`src/rtl/tlb_access_controller_if.sv`:
```
// Handshake, key-memory and frame-memory signals between the memory pipeline,
// the TLB storage and the TLB access controller.
interface tlb_access_controller_if;
    logic        requestValid;
    logic        requestReady;
    logic [31:0] requestAddress;
    logic        requestWrite;
    logic        responseValid;
    logic        responseReady;
    logic [31:0] responseAddress;
    logic        responseMiss;
    logic        responseInvalid;
    logic        responseWriteFault;
    logic [19:0] searchKey;
    logic        keyFound;
    logic [4:0]  keyFoundIndex;
    logic [4:0]  frameReadIndex;
    logic [21:0] frameReadValue;
    logic [4:0]  randomIndex;
    logic        busy;

    modport slave (
        input  requestValid, requestAddress, requestWrite, responseReady,
               keyFound, keyFoundIndex, frameReadValue,
        output requestReady, responseValid, responseAddress, responseMiss,
               responseInvalid, responseWriteFault, searchKey, frameReadIndex,
               randomIndex, busy
    );

    modport master (
        output requestValid, requestAddress, requestWrite, responseReady,
               keyFound, keyFoundIndex, frameReadValue,
        input  requestReady, responseValid, responseAddress, responseMiss,
               responseInvalid, responseWriteFault, searchKey, frameReadIndex,
               randomIndex, busy
    );
endinterface

```
`src/rtl/tlb_access_controller.sv`:
```
// Sequences one virtual-address translation at a time through the TLB key and
// frame memories, and owns the random-replacement refill index.
//
// state   | meaning
// IDLE    | ready to accept a translation request
// SEARCH  | key memory searched with the latched page number
// READ    | frame entry of the matching key read and checked
// RESPOND | result presented, held until the consumer takes it
module tlb_access_controller #(
    parameter int FIXED_ENTRY_COUNT = 4
) (
    input  logic                        clock,
    input  logic                        reset,
    tlb_access_controller_if.slave      bus
);
    typedef enum logic [1:0] {
        IDLE    = 2'd0,
        SEARCH  = 2'd1,
        READ    = 2'd2,
        RESPOND = 2'd3
    } state_t;

    localparam logic [4:0] FIXED_IDX = 5'(FIXED_ENTRY_COUNT);

    state_t      state_q, state_d;
    logic [31:0] addr_q, addr_d;
    logic        write_q, write_d;
    logic [4:0]  frame_idx_q, frame_idx_d;
    logic [31:0] resp_addr_q, resp_addr_d;
    logic        miss_q, miss_d;
    logic        invalid_q, invalid_d;
    logic        wfault_q, wfault_d;
    logic [4:0]  rand_idx_q, rand_idx_d;

    always_ff @(posedge clock) begin
        if (reset) begin
            state_q     <= IDLE;
            addr_q      <= '0;
            write_q     <= 1'b0;
            frame_idx_q <= '0;
            resp_addr_q <= '0;
            miss_q      <= 1'b0;
            invalid_q   <= 1'b0;
            wfault_q    <= 1'b0;
            rand_idx_q  <= 5'd31;
        end else begin
            state_q     <= state_d;
            addr_q      <= addr_d;
            write_q     <= write_d;
            frame_idx_q <= frame_idx_d;
            resp_addr_q <= resp_addr_d;
            miss_q      <= miss_d;
            invalid_q   <= invalid_d;
            wfault_q    <= wfault_d;
            rand_idx_q  <= rand_idx_d;
        end
    end

    // Refill index wraps from the first non-fixed entry back to the top.
    always_comb begin
        rand_idx_d = rand_idx_q - 5'd1;
        if (rand_idx_q == FIXED_IDX) begin
            rand_idx_d = 5'd31;
        end
    end

    always_comb begin
        state_d     = state_q;
        addr_d      = addr_q;
        write_d     = write_q;
        frame_idx_d = frame_idx_q;
        resp_addr_d = resp_addr_q;
        miss_d      = miss_q;
        invalid_d   = invalid_q;
        wfault_d    = wfault_q;

        case (state_q)
            IDLE: begin
                if (bus.requestValid) begin
                    addr_d    = bus.requestAddress;
                    write_d   = bus.requestWrite;
                    miss_d    = 1'b0;
                    invalid_d = 1'b0;
                    wfault_d  = 1'b0;
                    if (bus.requestAddress[31:30] == 2'b11) begin
                        resp_addr_d = {2'b00, bus.requestAddress[29:0]};
                        state_d     = RESPOND;
                    end else begin
                        state_d = SEARCH;
                    end
                end
            end
            SEARCH: begin
                if (bus.keyFound) begin
                    frame_idx_d = bus.keyFoundIndex;
                    state_d     = READ;
                end else begin
                    miss_d  = 1'b1;
                    state_d = RESPOND;
                end
            end
            READ: begin
                // Valid bit is checked before write permission so only one flag is raised.
                if (!bus.frameReadValue[0]) begin
                    invalid_d = 1'b1;
                end else if (write_q && !bus.frameReadValue[1]) begin
                    wfault_d = 1'b1;
                end else begin
                    resp_addr_d = {bus.frameReadValue[21:2], addr_q[11:0]};
                end
                state_d = RESPOND;
            end
            RESPOND: begin
                if (bus.responseReady) begin
                    miss_d    = 1'b0;
                    invalid_d = 1'b0;
                    wfault_d  = 1'b0;
                    state_d   = IDLE;
                end
            end
            default: state_d = IDLE;
        endcase
    end

    assign bus.requestReady       = (state_q == IDLE);
    assign bus.responseValid      = (state_q == RESPOND);
    assign bus.responseAddress    = resp_addr_q;
    assign bus.responseMiss       = miss_q;
    assign bus.responseInvalid    = invalid_q;
    assign bus.responseWriteFault = wfault_q;
    assign bus.searchKey          = addr_q[31:12];
    assign bus.frameReadIndex     = frame_idx_q;
    assign bus.randomIndex        = rand_idx_q;
    assign bus.busy               = (state_q != IDLE);
endmodule

```
`src/flat_wrapper.sv`:
```
// flat-port wrapper written by rule: the top's interface ports become plain ports
module tlb_access_controller_flat 
#(
    parameter int FIXED_ENTRY_COUNT = 4
)
  (clock, reset, bus_requestValid, bus_requestAddress, bus_requestWrite, bus_responseReady, bus_keyFound, bus_keyFoundIndex, bus_frameReadValue, bus_requestReady, bus_responseValid, bus_responseAddress, bus_responseMiss, bus_responseInvalid, bus_responseWriteFault, bus_searchKey, bus_frameReadIndex, bus_randomIndex, bus_busy);
  tlb_access_controller_if bus_i ();
  input  logic clock;
  input  logic reset;
  input wire logic [$bits(bus_i.requestValid)-1:0] bus_requestValid;
  input wire logic [$bits(bus_i.requestAddress)-1:0] bus_requestAddress;
  input wire logic [$bits(bus_i.requestWrite)-1:0] bus_requestWrite;
  input wire logic [$bits(bus_i.responseReady)-1:0] bus_responseReady;
  input wire logic [$bits(bus_i.keyFound)-1:0] bus_keyFound;
  input wire logic [$bits(bus_i.keyFoundIndex)-1:0] bus_keyFoundIndex;
  input wire logic [$bits(bus_i.frameReadValue)-1:0] bus_frameReadValue;
  output wire logic [$bits(bus_i.requestReady)-1:0] bus_requestReady;
  output wire logic [$bits(bus_i.responseValid)-1:0] bus_responseValid;
  output wire logic [$bits(bus_i.responseAddress)-1:0] bus_responseAddress;
  output wire logic [$bits(bus_i.responseMiss)-1:0] bus_responseMiss;
  output wire logic [$bits(bus_i.responseInvalid)-1:0] bus_responseInvalid;
  output wire logic [$bits(bus_i.responseWriteFault)-1:0] bus_responseWriteFault;
  output wire logic [$bits(bus_i.searchKey)-1:0] bus_searchKey;
  output wire logic [$bits(bus_i.frameReadIndex)-1:0] bus_frameReadIndex;
  output wire logic [$bits(bus_i.randomIndex)-1:0] bus_randomIndex;
  output wire logic [$bits(bus_i.busy)-1:0] bus_busy;
  assign bus_i.requestValid = bus_requestValid;
  assign bus_i.requestAddress = bus_requestAddress;
  assign bus_i.requestWrite = bus_requestWrite;
  assign bus_i.responseReady = bus_responseReady;
  assign bus_i.keyFound = bus_keyFound;
  assign bus_i.keyFoundIndex = bus_keyFoundIndex;
  assign bus_i.frameReadValue = bus_frameReadValue;
  assign bus_requestReady = bus_i.requestReady;
  assign bus_responseValid = bus_i.responseValid;
  assign bus_responseAddress = bus_i.responseAddress;
  assign bus_responseMiss = bus_i.responseMiss;
  assign bus_responseInvalid = bus_i.responseInvalid;
  assign bus_responseWriteFault = bus_i.responseWriteFault;
  assign bus_searchKey = bus_i.searchKey;
  assign bus_frameReadIndex = bus_i.frameReadIndex;
  assign bus_randomIndex = bus_i.randomIndex;
  assign bus_busy = bus_i.busy;
  tlb_access_controller #(.FIXED_ENTRY_COUNT(FIXED_ENTRY_COUNT)) u_core (.clock(clock), .reset(reset), .bus(bus_i));
endmodule
```
`config.mk`:
```
export PLATFORM = sky130hd
export DESIGN_NAME = tlb_access_controller_flat
export DESIGN_NICKNAME = d
export VERILOG_FILES = /design/src/rtl/tlb_access_controller_if.sv /design/src/rtl/tlb_access_controller.sv /design/src/flat_wrapper.sv
export SDC_FILE = /design/constraint.sdc
export NUM_CORES = 1
export LEC_CHECK = 0
export BUFFER_PORTS_ARGS = -buffer_cell sky130_fd_sc_hd__buf_2
export CORE_ASPECT_RATIO = 1.5
export CORE_MARGIN = 5
export CORE_UTILIZATION = 40
export CTS_CLUSTER_SIZE = 12
export DETAILED_ROUTE_END_ITERATION = 7
export GPL_ROUTABILITY_DRIVEN = 1
export GPL_TIMING_DRIVEN = 0
export PLACE_DENSITY_LB_ADDON = 0.2
export SYNTH_ARGS = -nofsm -noshare
export SYNTH_HDL_FRONTEND = slang
export SYNTH_SLANG_ARGS = --single-unit
```
`constraint.sdc`:
```
create_clock -name clock -period 4.6 [get_ports clock]
set_clock_uncertainty 0.1 [all_clocks]
set_input_delay 0.92 -clock clock [delete_from_list [all_inputs] [get_ports clock]]
set_output_delay 0.92 -clock clock [all_outputs]
set_load 0.05 [all_outputs]
```
# Word level (Yosys, flattened, before mapping)
# Index checks and enable logic that the tools add are counted.
# totals
reg_bits	80
latchBits	0
ram_bits	0
mem_bits_ro	0
in_bits	65
out_inout_bits	68
word_cells	57
memories	0
# classes
add_sub_neg	1
multipliers	0
div_mod_pow	0
magnitude_cmp	0
n_eq_ne	13
n_shift	0
n_mux	19
n_bitwise	0
reduce_logical	15
# ops
operator	n
32-bit 2-to-1 mux	4
32-bit case mux with 2 select lines	1
2-bit != test, second input constant	6
5-bit AND reduction	2
1-bit case mux with 3 select lines	3
2-bit case mux with 4 select lines	1
4-bit AND reduction	2
1-bit 2-to-1 mux	7
2-bit == test, second input constant	3
2-bit 2-to-1 mux	3
2-bit AND reduction	3
3-bit nonzero test	2
5-bit by 3-bit == test with 1-bit output, second input constant	1
5-bit by 1-bit subtractor with 5-bit output, second input constant	1
2-bit by 1-bit != test with 1-bit output, second input constant	2
2-bit nonzero test	2
2-bit by 1-bit == test with 1-bit output, second input constant	1
2-bit logical NOT	1
2-bit OR reduction	1
1-bit logical AND	1
1-bit logical NOT	1

# Logic depth before layout (Yosys ltp)
# Gate-level depths: netlist of the first run.
# depth
depth_word	5
ltp_mapped	8
ltp_nobuf	6

# Least setup slack after synthesis of the first run
# OpenSTA, ideal clock, no wires.
# synth_path
path_kind	flip-flop to flip-flop
startpoint	register u_core.state_q[1]
endpoint	register u_core.resp_addr_q[0] (netlist: u_core.bus.responseAddress[0])
setup_time_ps	86
arrival_time_ps	1968
required_ps	4414
setup_slack_ps	2446
path_stages_with_launch	8
n_path_buf	1
period_less_slack_ps	2154
cell_sequence	dfxtp_1 -> inv_1 -> ha_1 -> nor2b_1 -> nor4_4 -> buf_2 -> nor2_1 -> a211oi_1
# synth_between
elab_chain_cells	3
word_cells_on_any_way	9
cone_classes	eq/ne: 5; mux: 1; reduce/logical: 3
# synth_rtl
item	line	text
start: declaration	tlb_access_controller.sv:25	state_t state_q, state_d;
start signal: assignment	tlb_access_controller.sv:47	state_q <= state_d;
2-bit logical NOT (*)	-	
via bus_requestReady	flat_wrapper.sv:17	output wire logic [$bits(bus_i.requestReady)-1:0] bus_requestReady;
2-bit by 1-bit != test with 1-bit output (no line) (tied with other cells)	-	
5-bit AND reduction (no line)	-	
end signal: assignment	tlb_access_controller.sv:51	resp_addr_q <= resp_addr_d;
end: declaration	tlb_access_controller.sv:29	logic [31:0] resp_addr_q, resp_addr_d;
# The timed path passes the listed nets; every way through them passes the cells marked *.
# A chain may end at the register's enable or synchronous reset.

# Final worst setup path of the first run
# layout_path
startpoint	register u_core.state_q[1]
endpoint	output port bus_busy
# layout_between
elab_chain_cells	1
# layout_rtl
item	line	text
2-bit nonzero test	tlb_access_controller.sv:134	assign bus.busy = (state_q != IDLE);
end: declaration	flat_wrapper.sv:26	output wire logic [$bits(bus_i.busy)-1:0] bus_busy;
# No other way between the ends.

==> run_results.csv, run 1 <==
group,metric,value,unit
clock_network,cts_buffers,9,
logic_synthesis,yosysUniqueCellTypes,28,
power_and_ir_drop,peakVddDrop,386.1,uV
cells_and_area,num_antenna_cells,0,
logic_synthesis,ys.flop_type,"dfxtp_1",
drt,finalWirelength,9396,um
drt,routed_via_density,4.853,
worst_setup_path,crit_path_start,"u_core.state_q[1]$_SDFFE_PP0P_",
place,dp_hpwl,7255,um
logic_synthesis,yosysTopAreaCellShare,47.04,%
worst_setup_path,ff2ff_path_depth,7,
drt,ant_nets,0,
cells_and_area,area.growth.synth_to_final,32.05,%
worst_setup_path,cp.arrival,1.50,ns
place,io_buffers,130,
cells_and_area,nets,607,
global_route,grt_overflow,0,
floorplan,row_count,41,
global_route,grt_pass1_wl,14610,um
floorplan,start_util,40.72,%
power_and_ir_drop,power,3.581,mW
drt,met1_length,3843,um
timing,hold_viol_final,0,
worst_setup_path,regToRegSetupSlack,2.19,ns
clock_network,post_cts_buffers,0,
clock_network,cts_hold_buf,0,
worst_setup_path,worstReg2RegEnd,"u_core.bus.responseAddress[7]$_SDFFE_PP0P_",
timing,slew_headroom,47.78,%
worst_setup_path,critPathCaptureType,"output pin",
logic_synthesis,ys_ff_latch,80,
logic_synthesis,synth_top_area_cell,"dfxtp_1",
power_and_ir_drop,p_leak,2.032,nW
timing,grt_setup_unrepaired,"false",
logic_synthesis,synth_common_cells,"dfxtp_1, nand2_1, a21oi_1, nor2_1, mux2i_1",
logic_synthesis,ys_seq_area_share,47.04,%
timing,final-max-slew-violation-count,0,
clock_network,clock_sinks,80,
power_and_ir_drop,p_per_area,796.5,mW/mm2
timing,totalNegativeSetupSlack,0,ns
timing,fin_crit_sh,54.67,%
place,gp_congestion,0.7476,
worst_setup_path,cp-endpoint,"bus_busy",
worst_setup_path,critical_path_class,"flop to output pin",
drt,num_vias,3135,
worst_hold_path,hold_path.class,"flop to flop",
drt,wl_met2,4779,um
floorplan,pin_count,133,
logic_synthesis,synth_top_cells_by_area,"dfxtp_1, mux2i_1, nand2_1",
clock_network,clkLatencyLatePin,0.33,ns
cells_and_area,final_layout_size_suffix_gt1_share,31.54,%
floorplan,coreArea,0.008362,mm2
logic_synthesis,syn_nets,466,
drt,top_layer,"met4",
logic_synthesis,async_flop_share,0,%
logic_synthesis,synth_edf_count,0,
clock_network,ctsRootBufferMaster,"clkbuf_16",
worst_setup_path,worst_ep_required_time,3.58,ns
logic_synthesis,synthCells,394,
global_route,grt_pass1_vias,3049,
drt,drtIter0Drc,92,
worst_setup_path,r2r_start,"u_core.state_q[0]$_SDFFE_PP0P_",
drt,drc,0,
clock_network,ctsLongestPathBuffers,2,
timing,setup_violations,0,
clock_network,htreeDepth,3,
global_route,antenna_found_initial,0,
logic_synthesis,syn_area,0.003405,mm2
timing,final.min_clock_period,2.515,ns
global_route,grt_max_degree,13,
outcome,status,"completed",
drt,wl_met3,645,um
clock_network,cts_tree,"yes",
clock_network,clk_pin_slew,0.06,ns
global_route,grtUsageTotal,17.97,%
job,cap_violations,0,
timing,worst_pin_slew,0.7833,ns
drt,wl_per_cell,14.54,um
floorplan,die_w,85.33,um
logic_synthesis,yosysWarnings,0,
logic_synthesis,synth.most_common_cell,"dfxtp_1",
worst_hold_path,min_from,"u_core.bus.randomIndex[0]$_SDFF_PP1_",
clock_network,postCtsResizedCells,0,
drt,firstDrtPassIters,4,
logic_synthesis,avgSynthCellArea,8.641,um2
worst_setup_path,cp-start-kind,"flop",
timing,max_freq,397.6,MHz
floorplan,die-area,0.01049,mm2
worst_setup_path,crit_fanout,6,
floorplan,die_h,123.0,um
-- kinds of logic (layout without fill, tap and decap cells) --
logic type	Yosys count	in the layout	share of synthesized area [%]
simple gates	135	135	16.87
compound gates	81	81	14.70
flops	80	80	47.04
buf+inv	56	201	8.599
mux	33	33	9.702
fa+ha+maj	7	7	2.572
xor+xnor	2	2	0.5146
-- state kept, by name, indices dropped and copies added, names as in the netlist --
| signal | cells |
|---|---|
| u_core.state_q | 2 |
| u_core.write_q | 1 |
| u_core.bus.responseInvalid | 1 |
| u_core.bus.responseMiss | 1 |
| u_core.bus.responseWriteFault | 1 |
| u_core.bus.responseAddress | 32 |
| u_core.addr_q | 32 |
| u_core.bus.randomIndex | 5 |
| u_core.bus.frameReadIndex | 5 |
-- layout by cell type, fill, tap and decap left out --
cell type and n:
a2111oi_0 2, a211oi_1 32, a21boi_0 1, a21oi_1 41, a31oi_1 2, and2_1 1
and3b_1 1, buf_1 1, buf_2 133, buf_4 21, bufinv_16 1, clkbuf_1 23
clkbuf_16 9, clkbuf_8 3, clkinv_2 2, dfxtp_1 80, ha_1 7, inv_1 8
mux2i_1 33, nand2_1 77, nand2b_1 5, nand3_1 7, nand4b_1 1, nor2_1 35
nor2b_1 3, nor3_1 2, nor3b_1 1, nor4_1 1, nor4_4 1, o21ai_0 2
o21bai_1 1, xnor2_1 2
-- through the flow --
stage	hold slack (ns)	util (%)	std cells	setup WS (ns)	cell area (um2)
after CTS	0.3239	53.76	646	2.087	4496
after detailed placement	0.3085	50.10	631	1.958	4189
after global placement	0.3043	50.10	631	1.987	4189
after floorplan	0.3360	-	394	2.446	3405
after global routing	0.3361	53.76	646	1.984	4496
final	0.3171	53.76	646	2.085	4496
-- cell type report --
cell class,count,area [um2]
buffer,48,262.8
sequential,80,1602
inverter,8,30.03
clock buffer,12,266.5
fill,797,3866
tap,107,133.9
timing repair buffer,130,650.6
clock inverter,3,40.04
multi-input combinational,258,1510
-- power by group --
group	total [mW]	internal, mW	switching (mW)
Clock	0.723	0.459	0.263
Sequential	1.00	0.901	0.103
Combinational	1.85	0.529	1.33
Total	3.58	1.89	1.69
-- metal layers --
layer  track usage [%]  vias to the layer above
li1                  -                     1598
met1             20.42                     1436
met2             31.32                       90
met3             5.267                       11
met4             7.327                        0
met5                 0                        -
-- critical path: stages (launching register included) --
cell     delay (ns)
dfxtp_1        0.43
inv_1          0.13
ha_1           0.24
inv_1          0.10
buf_2          0.26
-- worst min-delay path by stage --
stage	to	slack (ns)	cells after the start
floorplan	u_core.addr_q[0]$_SDFFE_PP0P_	0.34	2
global placement	u_core.bus.randomIndex[0]$_SDFF_PP1_	0.30	1
detailed placement	u_core.bus.randomIndex[0]$_SDFF_PP1_	0.31	1
CTS	u_core.bus.randomIndex[0]$_SDFF_PP1_	0.32	1
global route	u_core.bus.randomIndex[0]$_SDFF_PP1_	0.34	1
finish	u_core.bus.randomIndex[0]$_SDFF_PP1_	0.32	1
(Power assumes the default switching activity.)
==> run 2: changes to the inputs <==
==> constraint.sdc (replaced) <==
create_clock -name clock -period 2.6 [get_ports clock]
set_clock_uncertainty 0.1 [all_clocks]
set_input_delay 0.52 -clock clock [delete_from_list [all_inputs] [get_ports clock]]
set_output_delay 0.52 -clock clock [all_outputs]
set_load 0.05 [all_outputs]
==> run_results.csv, run 2 (synthesized netlist as in run 1, its figures left out) <==
group,metric,value,unit
worst_setup_path,cp_slowest_cell,"nor4_4",
drt,num_vias,3136,
clock_network,ctsLongestPathBuffers,2,
floorplan,die-area,0.01049,mm2
timing,grt_setup_unrepaired,"false",
clock_network,clkLatencyLatePin,0.33,ns
clock_network,cts_tree,"yes",
drt,routed_via_density,4.854,
timing,worst_pin_slew,0.7835,ns
worst_setup_path,critPathCaptureType,"flop",
worst_setup_path,critical_path_class,"flop to flop",
drt,drtIter0Drc,92,
cells_and_area,final_layout_size_suffix_gt1_share,31.54,%
global_route,grtUsageTotal,17.97,%
cells_and_area,area.growth.synth_to_final,32.05,%
worst_setup_path,cp-start-kind,"flop",
worst_setup_path,cp.arrival,2.46,ns
timing,slew_headroom,47.77,%
cells_and_area,final_cell_mix,"buf_2, dfxtp_1, nand2_1",
worst_setup_path,path_cells,"inv_1 > ha_1 > a21boi_0 > nor4_4 > clkbuf_1 > a211oi_1",
clock_network,clk_pin_slew,0.06,ns
timing,fin_crit_sh,91.30,%
floorplan,pin_count,133,
cells_and_area,final_area,0.004496,mm2
clock_network,cts_hold_buf,0,
drt,wl_per_cell,14.56,um
place,io_buffers,130,
drt,firstDrtPassIters,4,
job,cap_violations,0,
global_route,grt_overflow,0,
worst_setup_path,crit_fanout,10,
timing,max_freq,421.3,MHz
worst_setup_path,worst_path_largest_cell_delay,0.56,ns
timing,setup_violations,0,
floorplan,coreArea,0.008362,mm2
power_and_ir_drop,p_per_area,1408,mW/mm2
timing,totalNegativeSetupSlack,0,ns
drt,ant_nets,0,
cells_and_area,num_antenna_cells,0,
outcome,status,"completed",
clock_network,postCtsResizedCells,0,
clock_network,cts_buffers,9,
clock_network,htreeDepth,3,
timing,final.min_clock_period,2.374,ns
floorplan,die_h,123.0,um
place,dpl_cell_area,0.004189,mm2
drt,finalWirelength,9405,um
clock_network,clock_sinks,80,
clock_network,ctsRootBufferMaster,"clkbuf_16",
timing,final-max-slew-violation-count,0,
cells_and_area,nets,607,
worst_setup_path,worst_ep_required_time,2.69,ns
place,dp_hpwl,7255,um
worst_hold_path,hold_path.class,"flop to flop",
power_and_ir_drop,peakVddDrop,683.2,uV
place,gp_congestion,0.7476,
global_route,antenna_found_initial,0,
global_route,grt_pass1_vias,3049,
floorplan,row_count,41,
power_and_ir_drop,p_leak,2.032,nW
power_and_ir_drop,power,6.328,mW
global_route,grt_pass1_wl,14610,um
timing,hold_viol_final,0,
floorplan,start_util,40.72,%
global_route,grt_max_degree,13,
drt,drc,0,
floorplan,die_w,85.33,um
cells_and_area,final_common_cell,"buf_2",
==> run 2: report_power, final <==
part	leakage, nW	internal [mW]	total, mW	switching [mW]
clock network	0.154	0.813	1.28	0.467
registers	0.656	1.59	1.78	0.182
logic	1.22	0.931	3.27	2.34
==> run 2: path summary, 6_finish.rpt <==
| kind | startpoint | to | slack, ns | cells after the start |
|---|---|---|---|---|
| hold reg to reg | u_core.bus.randomIndex[0]$_SDFF_PP1_ | u_core.bus.randomIndex[0]$_SDFF_PP1_ | 0.32 | 1 |
| setup reg to reg | u_core.state_q[1]$_SDFFE_PP0P_ | u_core.bus.responseAddress[7]$_SDFFE_PP0P_ | 0.23 | 6 |
| setup / recovery | u_core.state_q[1]$_SDFFE_PP0P_ | u_core.bus.responseAddress[7]$_SDFFE_PP0P_ | 0.23 | 6 |
| hold / removal | u_core.bus.randomIndex[0]$_SDFF_PP1_ | u_core.bus.randomIndex[0]$_SDFF_PP1_ | 0.32 | 1 |
==> run 2: metal layers <==
layer,track usage (%),vias to the layer above,share of wire [%]
met1,20.42,1433,41
met5,0,-,0
met4,7.327,0,1.3
li1,-,1597,-
met3,5.267,10,7.3
met2,31.32,96,51
==> run 2: worst max-delay path: cells and delay by family, from the launching register on <==
kind	cells	cell delay, ns
buffers and inverters	2	0.58
and+or+nand+nor	1	0.56
DFF	1	0.43
AOI/OAI and AO/OA	2	0.31
adders and majority gates	1	0.24
==> run 2: what timing repair did <==
item / in CTS / in global routing
endpoints found under the hold margin: 0 / 0
setup endpoints to repair: 0 / 8
setup buffers: 0 / 0
==> run 2: area by class of cell <==
cell class	count	area, um2
fill	797	3866
sequential	80	1602
multi-input combinational	258	1510
timing repair buffer	130	650.6
clock buffer	12	266.5
buffer	48	262.8
tap	107	133.9
clock inverter	3	40.04
inverter	8	30.03
==> run 2: metrics by stage <==
stage               utilization [%]  hold WS [ns]  worst slack (ns)  std cells
detailed placement            50.10        0.3085            0.1563        631
CTS                           53.76        0.3239            0.1563        646
global placement              50.10        0.3043            0.2087        631
global route                  53.76        0.3338          0.007089        646
finish                        53.76        0.3171            0.2262        646
floorplan                         -        0.3360            0.4460        394
==> run 3: changes to the inputs <==
--- a/config.mk
+++ b/config.mk
@@ -5,6 +5,7 @@
 export SDC_FILE = /design/constraint.sdc
 export NUM_CORES = 1
 export LEC_CHECK = 0
+export ABC_AREA = 1
 export BUFFER_PORTS_ARGS = -buffer_cell sky130_fd_sc_hd__buf_2
 export CORE_ASPECT_RATIO = 1.5
 export CORE_MARGIN = 5
==> run_results.csv, run 3 <==
group,metric,value,unit
floorplan,die_h,127.2,um
drt,wl_per_cell,12.99,um
cells_and_area,area.growth.synth_to_final,29.07,%
power_and_ir_drop,p_clk_share,17.4,%
logic_synthesis,yosysWarnings,0,
drt,ant_nets,0,
place,dpl_cell_area,0.004461,mm2
logic_synthesis,synth_edf_count,0,
drt,routed_via_density,4.597,
global_route,grt_max_degree,13,
floorplan,die_w,88.13,um
logic_synthesis,syn_area,0.003662,mm2
worst_hold_path,hold_path.class,"input pin to flop",
timing,worst_pin_slew,0.5265,ns
floorplan,start_util,41.24,%
clock_network,cts_buffers,9,
cells_and_area,fillers,917,
power_and_ir_drop,peakVddDrop,801.4,uV
timing,final-max-slew-violation-count,0,
worst_setup_path,critPathCaptureType,"output pin",
logic_synthesis,ys_seq_area_share,43.73,%
place,io_buffers,132,
timing,grt_setup_unrepaired,"false",
clock_network,ctsRootBufferMaster,"clkbuf_16",
clock_network,postCtsResizedCells,0,
timing,hold_viol_final,0,
clock_network,clock_sinks,80,
logic_synthesis,syn_nets,585,
clock_network,cts_tree,"yes",
logic_synthesis,ys.flop_type,"dfxtp_1",
cells_and_area,final_area,0.004727,mm2
power_and_ir_drop,p_int,3.339,mW
timing,setup_violations,0,
floorplan,coreArea,0.008881,mm2
drt,finalWirelength,10020,um
global_route,grt_pass1_wl,16170,um
clock_network,post_cts_buffers,0,
power_and_ir_drop,p_per_area,1380,mW/mm2
floorplan,die-area,0.01121,mm2
outcome,status,"completed",
global_route,grtUsageTotal,18.29,%
logic_synthesis,synth.most_common_cell,"nor2_1",
place,dp_hpwl,7872,um
floorplan,pin_count,133,
global_route,grt_overflow,0,
clock_network,cts_hold_buf,0,
logic_synthesis,avgSynthCellArea,7.139,um2
global_route,grt_pass1_vias,3462,
worst_setup_path,cp-start-kind,"flop",
logic_synthesis,ys_ff_latch,80,
cells_and_area,nets,728,
timing,max_freq,477.0,MHz
worst_setup_path,r2r_start,"u_core.state_q[0]$_SDFFE_PP0P_",
power_and_ir_drop,pwr-share-seq,28.2,%
clock_network,clkLatencyLatePin,0.33,ns
worst_setup_path,cp.arrival,1.48,ns
logic_synthesis,yosysUniqueCellTypes,23,
worst_hold_path,min_from,"reset",
logic_synthesis,synth_common_cells,"nor2_1, nand2_1, dfxtp_1, o21ai_0, a21boi_0",
timing,slew_headroom,64.90,%
cells_and_area,multiInputGateArea,0.001662,mm2
logic_synthesis,synth_top_cells_by_area,"dfxtp_1, nor2_1, nand2_1",
cells_and_area,final_layout_size_suffix_gt1_share,27.84,%
place,gp_congestion,0.7834,
power_and_ir_drop,pwr-share-comb,54.4,%
drt,drtIter0Drc,142,
worst_setup_path,worst_ep_required_time,1.98,ns
worst_setup_path,cp-endpoint,"bus_busy",
job,cap_violations,0,
cells_and_area,num_antenna_cells,0,
clock_network,htreeDepth,3,
floorplan,row_count,42,
cells_and_area,finalCoreUtilization,53.23,%
cells_and_area,regArea,0.001602,mm2
worst_setup_path,crit_path_start,"u_core.state_q[0]$_SDFFE_PP0P_",
logic_synthesis,synth_top_area_cell,"dfxtp_1",
clock_network,clk_pin_slew,0.06,ns
drt,firstDrtPassIters,4,
power_and_ir_drop,power.switching,3.184,mW
drt,num_vias,3544,
drt,drc,0,
worst_setup_path,critical_path_class,"flop to output pin",
worst_setup_path,crit_fanout,5,
worst_setup_path,regToRegSetupSlack,0.54,ns
cells_and_area,final_common_cell,"nor2_1",
global_route,antenna_found_initial,0,
logic_synthesis,async_flop_share,0,%
worst_setup_path,worstReg2RegEnd,"u_core.bus.responseAddress[2]$_SDFFE_PP0P_",
clock_network,ctsLongestPathBuffers,2,
logic_synthesis,yosysTopAreaCellShare,43.73,%
cells_and_area,final_cell_mix,"nor2_1, buf_2, nand2_1",
timing,final.min_clock_period,2.096,ns
worst_setup_path,ff2ff_path_depth,9,
logic_synthesis,synthCells,513,
timing,totalNegativeSetupSlack,0,ns
timing,fin_crit_sh,80.63,%
power_and_ir_drop,switching_share,48.81,%
power_and_ir_drop,p_leak,2.432,nW
-- run 3: final cells by class --
class                      instances  share of cell area [%]
tap                              110                   2.912
timing repair buffer             132                   13.98
buffer                            46                   6.538
inverter                          24                   1.906
multi-input combinational        363                   35.15
sequential                        80                   33.88
clock inverter                     4                  0.4235
clock buffer                      12                   5.214
-- run 3: power groups by stage --
stage / clock [mW] / sequential (mW) / combinational (mW)
2_1_floorplan: 0 / 2.64 / 2.01
3_3_place_gp: 0 / 1.84 / 3.54
3_5_place_dp: 0 / 1.86 / 3.59
4_1_cts: 1.17 / 1.84 / 3.60
5_1_grt: 1.21 / 1.89 / 3.91
6_report: 1.14 / 1.84 / 3.55
-- run 3: worst min-delay path by stage --
stage | end | slack, ns | cells past startpoint
after floorplan | u_core.addr_q[0]$_SDFFE_PP0P_ | 0.36 | 2
after global placement | u_core.bus.randomIndex[0]$_SDFF_PP1_ | 0.31 | 1
after detailed placement | u_core.bus.randomIndex[0]$_SDFF_PP1_ | 0.32 | 1
after CTS | u_core.bus.responseMiss$_SDFFE_PP0P_ | 0.30 | 2
after global routing | u_core.state_q[0]$_SDFFE_PP0P_ | 0.32 | 2
final | u_core.bus.responseMiss$_SDFFE_PP0P_ | 0.30 | 2
-- run 3: worst max-delay path, stage by stage, from the launching register on --
cell and delay [ns]:
dfxtp_1 0.40, inv_1 0.12, ha_1 0.24, inv_1 0.11
buf_2 0.28
-- run 3: routing by layer --
layer  GRT usage [%]  wire, um  share of wire (%)  up-vias
li1                -         -                  -     1874
met1           20.60      4002                 40     1564
met2           33.26      5298                 53       90
met3           3.222       539                5.4       16
met5               0         0                  0        -
met4           7.384       177                1.8        0
-- run 3: logic make-up after synthesis --
| group | after synthesis | share of synthesized area, % |
|---|---|---|
| buf+inv | 70 | 10.90 |
| xor+xnor | 1 | 0.2392 |
| flops | 80 | 43.73 |
| fa+ha+maj | 7 | 2.391 |
| simple gates | 273 | 29.31 |
| compound gates | 82 | 13.43 |
-- run 3: stage by stage --
| step | std cells | worst slack [ns] | total power, mW | hold slack (ns) |
|---|---|---|---|---|
| floorplan | 513 | 0.7778 | 4.653 | 0.3554 |
| global placement | 755 | 0.5891 | 5.380 | 0.3055 |
| detailed placement | 755 | 0.5446 | 5.448 | 0.3174 |
| CTS | 771 | 0.4987 | 6.600 | 0.2965 |
| global route | 771 | 0.3359 | 7.001 | 0.3150 |
| finish | 771 | 0.5035 | 6.523 | 0.3033 |
